$ cat config.mk
export PLATFORM = sky130hd
export DESIGN_NAME = lieat_exu_wbck
export DESIGN_NICKNAME = d
export VERILOG_FILES = /design/src/rtl/lieat_exu_wbck_pkg.sv /design/src/rtl/lieat_exu_wbck_arb.sv /design/src/rtl/lieat_general_dfflr.sv /design/src/rtl/lieat_exu_wbck.sv
export SDC_FILE = /design/constraint.sdc
export NUM_CORES = 1
export LEC_CHECK = 0
export CORE_MARGIN = 4
export CORE_UTILIZATION = 41
export CTS_CLUSTER_SIZE = 12
export DETAILED_ROUTE_END_ITERATION = 8
export GPL_TIMING_DRIVEN = 0
export PLACE_DENSITY = 0.86
export SYNTH_ARGS = -nofsm -noshare
export SYNTH_HDL_FRONTEND = slang
export SYNTH_HIERARCHICAL = 1
export SYNTH_SLANG_ARGS = --single-unit
$ cat constraint.sdc
create_clock -name clk -period 4.6 [get_ports clk]
set_input_delay 0.46 -clock clk [delete_from_list [all_inputs] [get_ports clk]]
set_output_delay 0.46 -clock clk [all_outputs]
set_load 0.02 [all_outputs]
$ cat src/rtl/lieat_exu_wbck_pkg.sv
// Shared widths, grant encodings and the write-back entry layout for the
// execute-unit write-back stage and the commit logic that consumes it.
package lieat_exu_wbck_pkg;

  localparam int XLEN       = 32;
  localparam int RGIDX_SIZE = 5;

  // Encoding of the remembered round-robin winner, reused by commit.
  localparam logic LAST_GRANT_ALU    = 1'b0;
  localparam logic LAST_GRANT_MULDIV = 1'b1;

  // Bit positions inside the two-way grant vector.
  localparam int GNT_ALU    = 0;
  localparam int GNT_MULDIV = 1;

  typedef struct packed {
    logic [XLEN-1:0]       pc;
    logic [RGIDX_SIZE-1:0] rd;
    logic                  wen;
    logic [XLEN-1:0]       data;
  } wbck_entry_t;

  localparam int WBCK_ENTRY_W = $bits(wbck_entry_t);

  // x0 is hardwired to zero, so a write to it is dropped at the port.
  function automatic logic rf_write_allowed(input logic                  wen,
                                            input logic [RGIDX_SIZE-1:0] rd);
    return wen & (rd != '0);
  endfunction

endpackage

$ cat src/rtl/lieat_exu_wbck_arb.sv
// Combinational two-way round-robin grant between the ALU and MUL/DIV
// result streams; on a tie the source that did not win last time is chosen.
module lieat_exu_wbck_arb
  import lieat_exu_wbck_pkg::*;
(
  input  logic       i_alu_valid,
  input  logic       i_muldiv_valid,
  input  logic       i_last_grant,
  output logic [1:0] o_grant
);

  always_comb begin
    o_grant = 2'b00;
    unique case ({i_muldiv_valid, i_alu_valid})
      2'b01: o_grant[GNT_ALU]    = 1'b1;
      2'b10: o_grant[GNT_MULDIV] = 1'b1;
      2'b11: begin
        if (i_last_grant == LAST_GRANT_ALU) begin
          o_grant[GNT_MULDIV] = 1'b1;
        end else begin
          o_grant[GNT_ALU] = 1'b1;
        end
      end
      default: o_grant = 2'b00;
    endcase
  end

endmodule

$ cat src/rtl/lieat_general_dfflr.sv
// Generic load-enable flop with synchronous active-low reset to zero.
module lieat_general_dfflr #(
  parameter int DW = 1
) (
  input  logic          clk,
  input  logic          rstn,
  input  logic          i_lden,
  input  logic [DW-1:0] i_dnxt,
  output logic [DW-1:0] o_qout
);

  logic [DW-1:0] r_q;

  always_ff @(posedge clk) begin
    if (!rstn) begin
      r_q <= '0;
    end else if (i_lden) begin
      r_q <= i_dnxt;
    end
  end

  assign o_qout = r_q;

endmodule

$ cat src/rtl/lieat_exu_wbck.sv
// Write-back stage: round-robin merge of ALU and MUL/DIV results into a
// one-entry valid/ready slot that drives the register-file write port.
module lieat_exu_wbck
  import lieat_exu_wbck_pkg::*;
(
  input  logic                  clk,
  input  logic                  rstn,

  input  logic                  alu_wbck_i_valid,
  output logic                  alu_wbck_i_ready,
  input  logic [XLEN-1:0]       alu_wbck_i_pc,
  input  logic [RGIDX_SIZE-1:0] alu_wbck_i_rd,
  input  logic                  alu_wbck_i_wen,
  input  logic [XLEN-1:0]       alu_wbck_i_data,

  input  logic                  muldiv_wbck_i_valid,
  output logic                  muldiv_wbck_i_ready,
  input  logic [XLEN-1:0]       muldiv_wbck_i_pc,
  input  logic [RGIDX_SIZE-1:0] muldiv_wbck_i_rd,
  input  logic                  muldiv_wbck_i_wen,
  input  logic [XLEN-1:0]       muldiv_wbck_i_data,

  output logic                  wbck_o_valid,
  input  logic                  wbck_o_ready,
  output logic [XLEN-1:0]       wbck_o_pc,
  output logic [RGIDX_SIZE-1:0] wbck_o_rd,
  output logic [XLEN-1:0]       wbck_o_data,

  output logic                  rf_wen,
  output logic [RGIDX_SIZE-1:0] rf_waddr,
  output logic [XLEN-1:0]       rf_wdata
);

  // Handshake: a transfer happens on a side exactly when valid & ready are
  // both high at a rising edge; valid never waits on ready, and each input
  // ready is high only for the granted source while the slot can take data.

  logic [1:0]  w_grant;
  logic        w_last_grant;
  logic        w_o_valid;
  logic        w_stage_ready;
  logic        w_alu_acc;
  logic        w_muldiv_acc;
  logic        w_accept;
  logic        w_valid_set;
  logic        w_valid_clr;
  logic        w_next_grant;
  wbck_entry_t w_alu_entry;
  wbck_entry_t w_muldiv_entry;
  wbck_entry_t w_win_entry;
  wbck_entry_t w_slot;

  lieat_exu_wbck_arb u_arb (
    .i_alu_valid    (alu_wbck_i_valid),
    .i_muldiv_valid (muldiv_wbck_i_valid),
    .i_last_grant   (w_last_grant),
    .o_grant        (w_grant)
  );

  assign w_stage_ready = ~w_o_valid | wbck_o_ready;

  // Readies are held low while reset is asserted so nothing looks accepted.
  assign alu_wbck_i_ready    = rstn & w_grant[GNT_ALU]    & w_stage_ready;
  assign muldiv_wbck_i_ready = rstn & w_grant[GNT_MULDIV] & w_stage_ready;

  assign w_alu_acc    = alu_wbck_i_valid    & alu_wbck_i_ready;
  assign w_muldiv_acc = muldiv_wbck_i_valid & muldiv_wbck_i_ready;
  assign w_accept     = w_alu_acc | w_muldiv_acc;

  assign w_alu_entry = '{pc:   alu_wbck_i_pc,
                         rd:   alu_wbck_i_rd,
                         wen:  alu_wbck_i_wen,
                         data: alu_wbck_i_data};

  assign w_muldiv_entry = '{pc:   muldiv_wbck_i_pc,
                            rd:   muldiv_wbck_i_rd,
                            wen:  muldiv_wbck_i_wen,
                            data: muldiv_wbck_i_data};

  assign w_win_entry  = w_grant[GNT_MULDIV] ? w_muldiv_entry : w_alu_entry;
  assign w_next_grant = w_grant[GNT_MULDIV] ? LAST_GRANT_MULDIV : LAST_GRANT_ALU;

  lieat_general_dfflr #(.DW(WBCK_ENTRY_W)) u_slot_dff (
    .clk    (clk),
    .rstn   (rstn),
    .i_lden (w_accept),
    .i_dnxt (w_win_entry),
    .o_qout (w_slot)
  );

  // A drain with a same-cycle accept keeps valid set: no bubble.
  assign w_valid_set = w_accept;
  assign w_valid_clr = ~w_accept & wbck_o_ready;

  lieat_general_dfflr #(.DW(1)) u_valid_dff (
    .clk    (clk),
    .rstn   (rstn),
    .i_lden (w_valid_set | w_valid_clr),
    .i_dnxt (w_valid_set),
    .o_qout (w_o_valid)
  );

  lieat_general_dfflr #(.DW(1)) u_last_grant_dff (
    .clk    (clk),
    .rstn   (rstn),
    .i_lden (w_accept),
    .i_dnxt (w_next_grant),
    .o_qout (w_last_grant)
  );

  assign wbck_o_valid = w_o_valid;
  assign wbck_o_pc    = w_slot.pc;
  assign wbck_o_rd    = w_slot.rd;
  assign wbck_o_data  = w_slot.data;

  assign rf_wen   = rstn & w_o_valid & wbck_o_ready & rf_write_allowed(w_slot.wen, w_slot.rd);
  assign rf_waddr = w_slot.rd;
  assign rf_wdata = w_slot.data;

endmodule

==> impl_metrics.csv <==
group,metric,value,unit
run_status,status,"complete, no violations",
clock_network,post_cts_buffers,0,
timing,relSlewSlack,64.5,%
clock_network,clk_latency,340,ps
routing,wl_per_cell,16.3,µm
clock_network,cts_root_buf,"clkbuf_8",
clock_network,clock-sinks,72,
hold_path,hp-class,"reg -> reg",
finish,fill_cells,759,
critical_path,worstSetupPathType,"in -> out",
yosys,ys_seq_area_share,33.4,%
yosys,syn_inst,361,
grt,antenna_found_initial,0,
floorplan,core_area,10300,µm²
power,p_clk_share,33.4,%
critical_path,cp-end-kind,"primary output",
placed_design,io_buffers,254,
routing,viasPerCell,4.56,
critical_path,required,4140,ps
finish,finalNonFillerCells,767,
power,p_int,1.40,mW
timing,tightestPinTransition,531,ps
critical_path,crit_path_start_kind,"input pin",
yosys,syn-cell-area,4320,µm²
grt,globalRouteOverflowTotal,0,
yosys,yosysUniqueCellTypes,22,
timing,holdWs,516,ps
finish,drive_gt1_share,22.0,%
power,ir_drop,0.138,mV
timing,fmax,0.342,GHz
timing,slew_violations,0,
critical_path,ff2ff_setup_slack,2250,ps
finish,final_core_util,70.9,%
power,sequentialPowerShare,36.4,%
clock_network,cts_hold_buf,0,
yosys,ys_warn_count,6,
yosys,synth_area_per_cell,12.0,µm²
critical_path,crit_arrival,2470,ps
routing,first_pass_iters,4,
finish,area_growth_syn_to_layout,68.7,%
clock_network,cts_tree,"built",
timing,fin_skew,4.36,ps
routing,drcViolationCount,0,
critical_path,cp.buffers_inverters,4,
clock_network,cts_buffer_depth,2,
routing,routed_wl,12.5,mm
routing,antenna_left,0,
critical_path,max_stage_delay,630,ps
grt,grt_pass1_wl,19.5,mm
floorplan,start_util,42.0,%
power,cellPowerDensity,256,nW/µm²
critical_path,crit_chain,"clkdlybuf4s50_1 -> a21boi_0 -> buf_6 -> buf_12 -> and3_1 -> clkdlybuf4s50_1",
timing,finalSetupViolCount,0,
clock_network,cts_htree_levels,3,
power,pwr-share-comb,30.1,%
critical_path,cpMostUsedCell,"clkdlybuf4s50_1",
routing,num_vias,3497,
power,swShare,24.7,%
yosys,synth_seq_cells,72,
timing,rsz0062_at_grt,"no",
yosys,syn_nets,506,
power,cellLeakagePower,2.90,nW
timing,finalHoldViolCount,0,
critical_path,critPathTopFamily,"buffers and inverters",
placed_design,gp_congestion,0.794,
floorplan,pin_count,255,
floorplan,die-area,12200,µm²
placed_design,dp_cells,751,
clock_network,cts_resized,0,
finish,diodes,0,
floorplan,fp.dieW,111,µm
timing,fin_crit,2930,ps
finish,multi_input_area,2290,µm²
timing,post-route-period-util,63.6,%
routing,drt_iter0_drc,79,
floorplan,rows,37,
finish,seqCellArea,1440,µm²
clock_network,cts.clk_slew.worst_paths,70,ps
placed_design,hpwl,10.1,mm
critical_path,crit_slowest_cell,"clkdlybuf4s50_1",
flow_run,maxCapViolCount,0,
grt,grt_pass1_vias,3810,
power,switchingPower,460,µW
power,power,1.86,mW
grt,grt_max_degree,14,
timing,tns,0,ps
grt,grt.total_usage,19.7,%
floorplan,die_h,111,µm
critical_path,critPathMaxFanout,10,
clock_network,cts_buffers,9,
finish,layout.nets,771,
-- tightest hold or removal path: stages, from the launching register on --
cell,delay (ps)
dfxtp_1,330
mux2i_1,60
nor2b_1,90
-- worst paths after layout --
path / startpoint / end / depth (start not counted)
setup / recovery: muldiv_wbck_i_valid / muldiv_wbck_i_ready / 6
hold / removal: u_slot_dff/o_qout[48] / u_slot_dff/o_qout[48] / 2
setup reg to reg: u_last_grant_dff/o_qout / u_slot_dff/o_qout[14] / 8
hold reg to reg: u_slot_dff/o_qout[48] / u_slot_dff/o_qout[48] / 2
-- metal layers --
metal	global-route usage, %	up-vias	part of all wire [%]
met3	5.64	16	6.0
met5	0	-	0
met1	20.9	1618	38
met2	37.1	143	54
met4	6.16	0	1.9
li1	-	1720	-
-- synth_stat cells (all sizes together) --
| master | n | share of area, % |
|---|---|---|
| nor2 | 1 | 0.087 |
| mux2 | 70 | 24 |
| o31ai | 1 | 0.17 |
| nand4 | 1 | 0.14 |
| nor3b | 1 | 0.17 |
| and3 | 2 | 0.29 |
| nor3 | 1 | 0.12 |
| a21oi | 1 | 0.12 |
| a21boi | 2 | 0.35 |
| nand2b | 1 | 0.14 |
| dfxtp | 72 | 33 |
| clkbuf | 7 | 0.61 |
| mux2i | 72 | 17 |
| inv | 3 | 0.26 |
| buf | 53 | 13 |
| nor2b | 72 | 10 |
| a22oi | 1 | 0.17 |
-- layout make-up --
| cell class | count | share of cell area, % |
|---|---|---|
| plain buffers | 60 | 7.85 |
| clock buffers | 11 | 2.08 |
| clock inverters | 5 | 1.41 |
| inverters | 3 | 0.155 |
| multi-input cells | 226 | 31.5 |
| flip-flops and latches | 72 | 19.8 |
| well taps | 136 | 2.34 |
| repair buffers | 254 | 34.9 |
-- flip-flops by register name, indices dropped and copies added, names as in the netlist --
| name | flops |
|---|---|
| u_slot_dff/o_qout | 70 |
| u_last_grant_dff/o_qout | 1 |
| u_valid_dff/o_qout | 1 |
-- layout by cell type (no fill, tap or decap), types with 2 or more instances in the layout --
| master | n |
|---|---|
| and3_1 | 2 |
| buf_12 | 7 |
| buf_4 | 37 |
| buf_6 | 2 |
| buf_8 | 7 |
| bufinv_16 | 3 |
| clkbuf_1 | 7 |
| clkbuf_8 | 11 |
| clkdlybuf4s50_1 | 254 |
| dfxtp_1 | 72 |
| inv_1 | 3 |
| mux2_4 | 69 |
| mux2i_1 | 72 |
| nor2b_1 | 72 |
-- cells by family (layout without fill, tap and decap cells) --
logic type | count (synthesis) | count (layout) | synth area share (%)
muxes | 142 | 142 | 40.9
and+or+nand+nor | 79 | 79 | 11.4
DFF | 72 | 72 | 33.4
buffers and inverters | 63 | 333 | 13.5
AOI/OAI and AO/OA | 5 | 5 | 0.811
-- power by group through the flow --
| stage | sequential [mW] | clock (mW) | combinational (mW) |
|---|---|---|---|
| global route | 0.684 | 0.664 | 0.593 |
| finish | 0.679 | 0.623 | 0.562 |
| floorplan | 0.728 | 0 | 0.268 |
| CTS | 0.679 | 0.638 | 0.567 |
| detailed placement | 0.693 | 0 | 0.564 |
| global placement | 0.691 | 0 | 0.553 |
-- stage by stage --
step	setup WS (ps)	area (µm²)
detailed placement	1610	7030
global placement	1690	7030
finish	1670	7290
CTS	1660	7290
floorplan	2450	4320
global route	1540	7290
(Power assumes the default switching activity.)
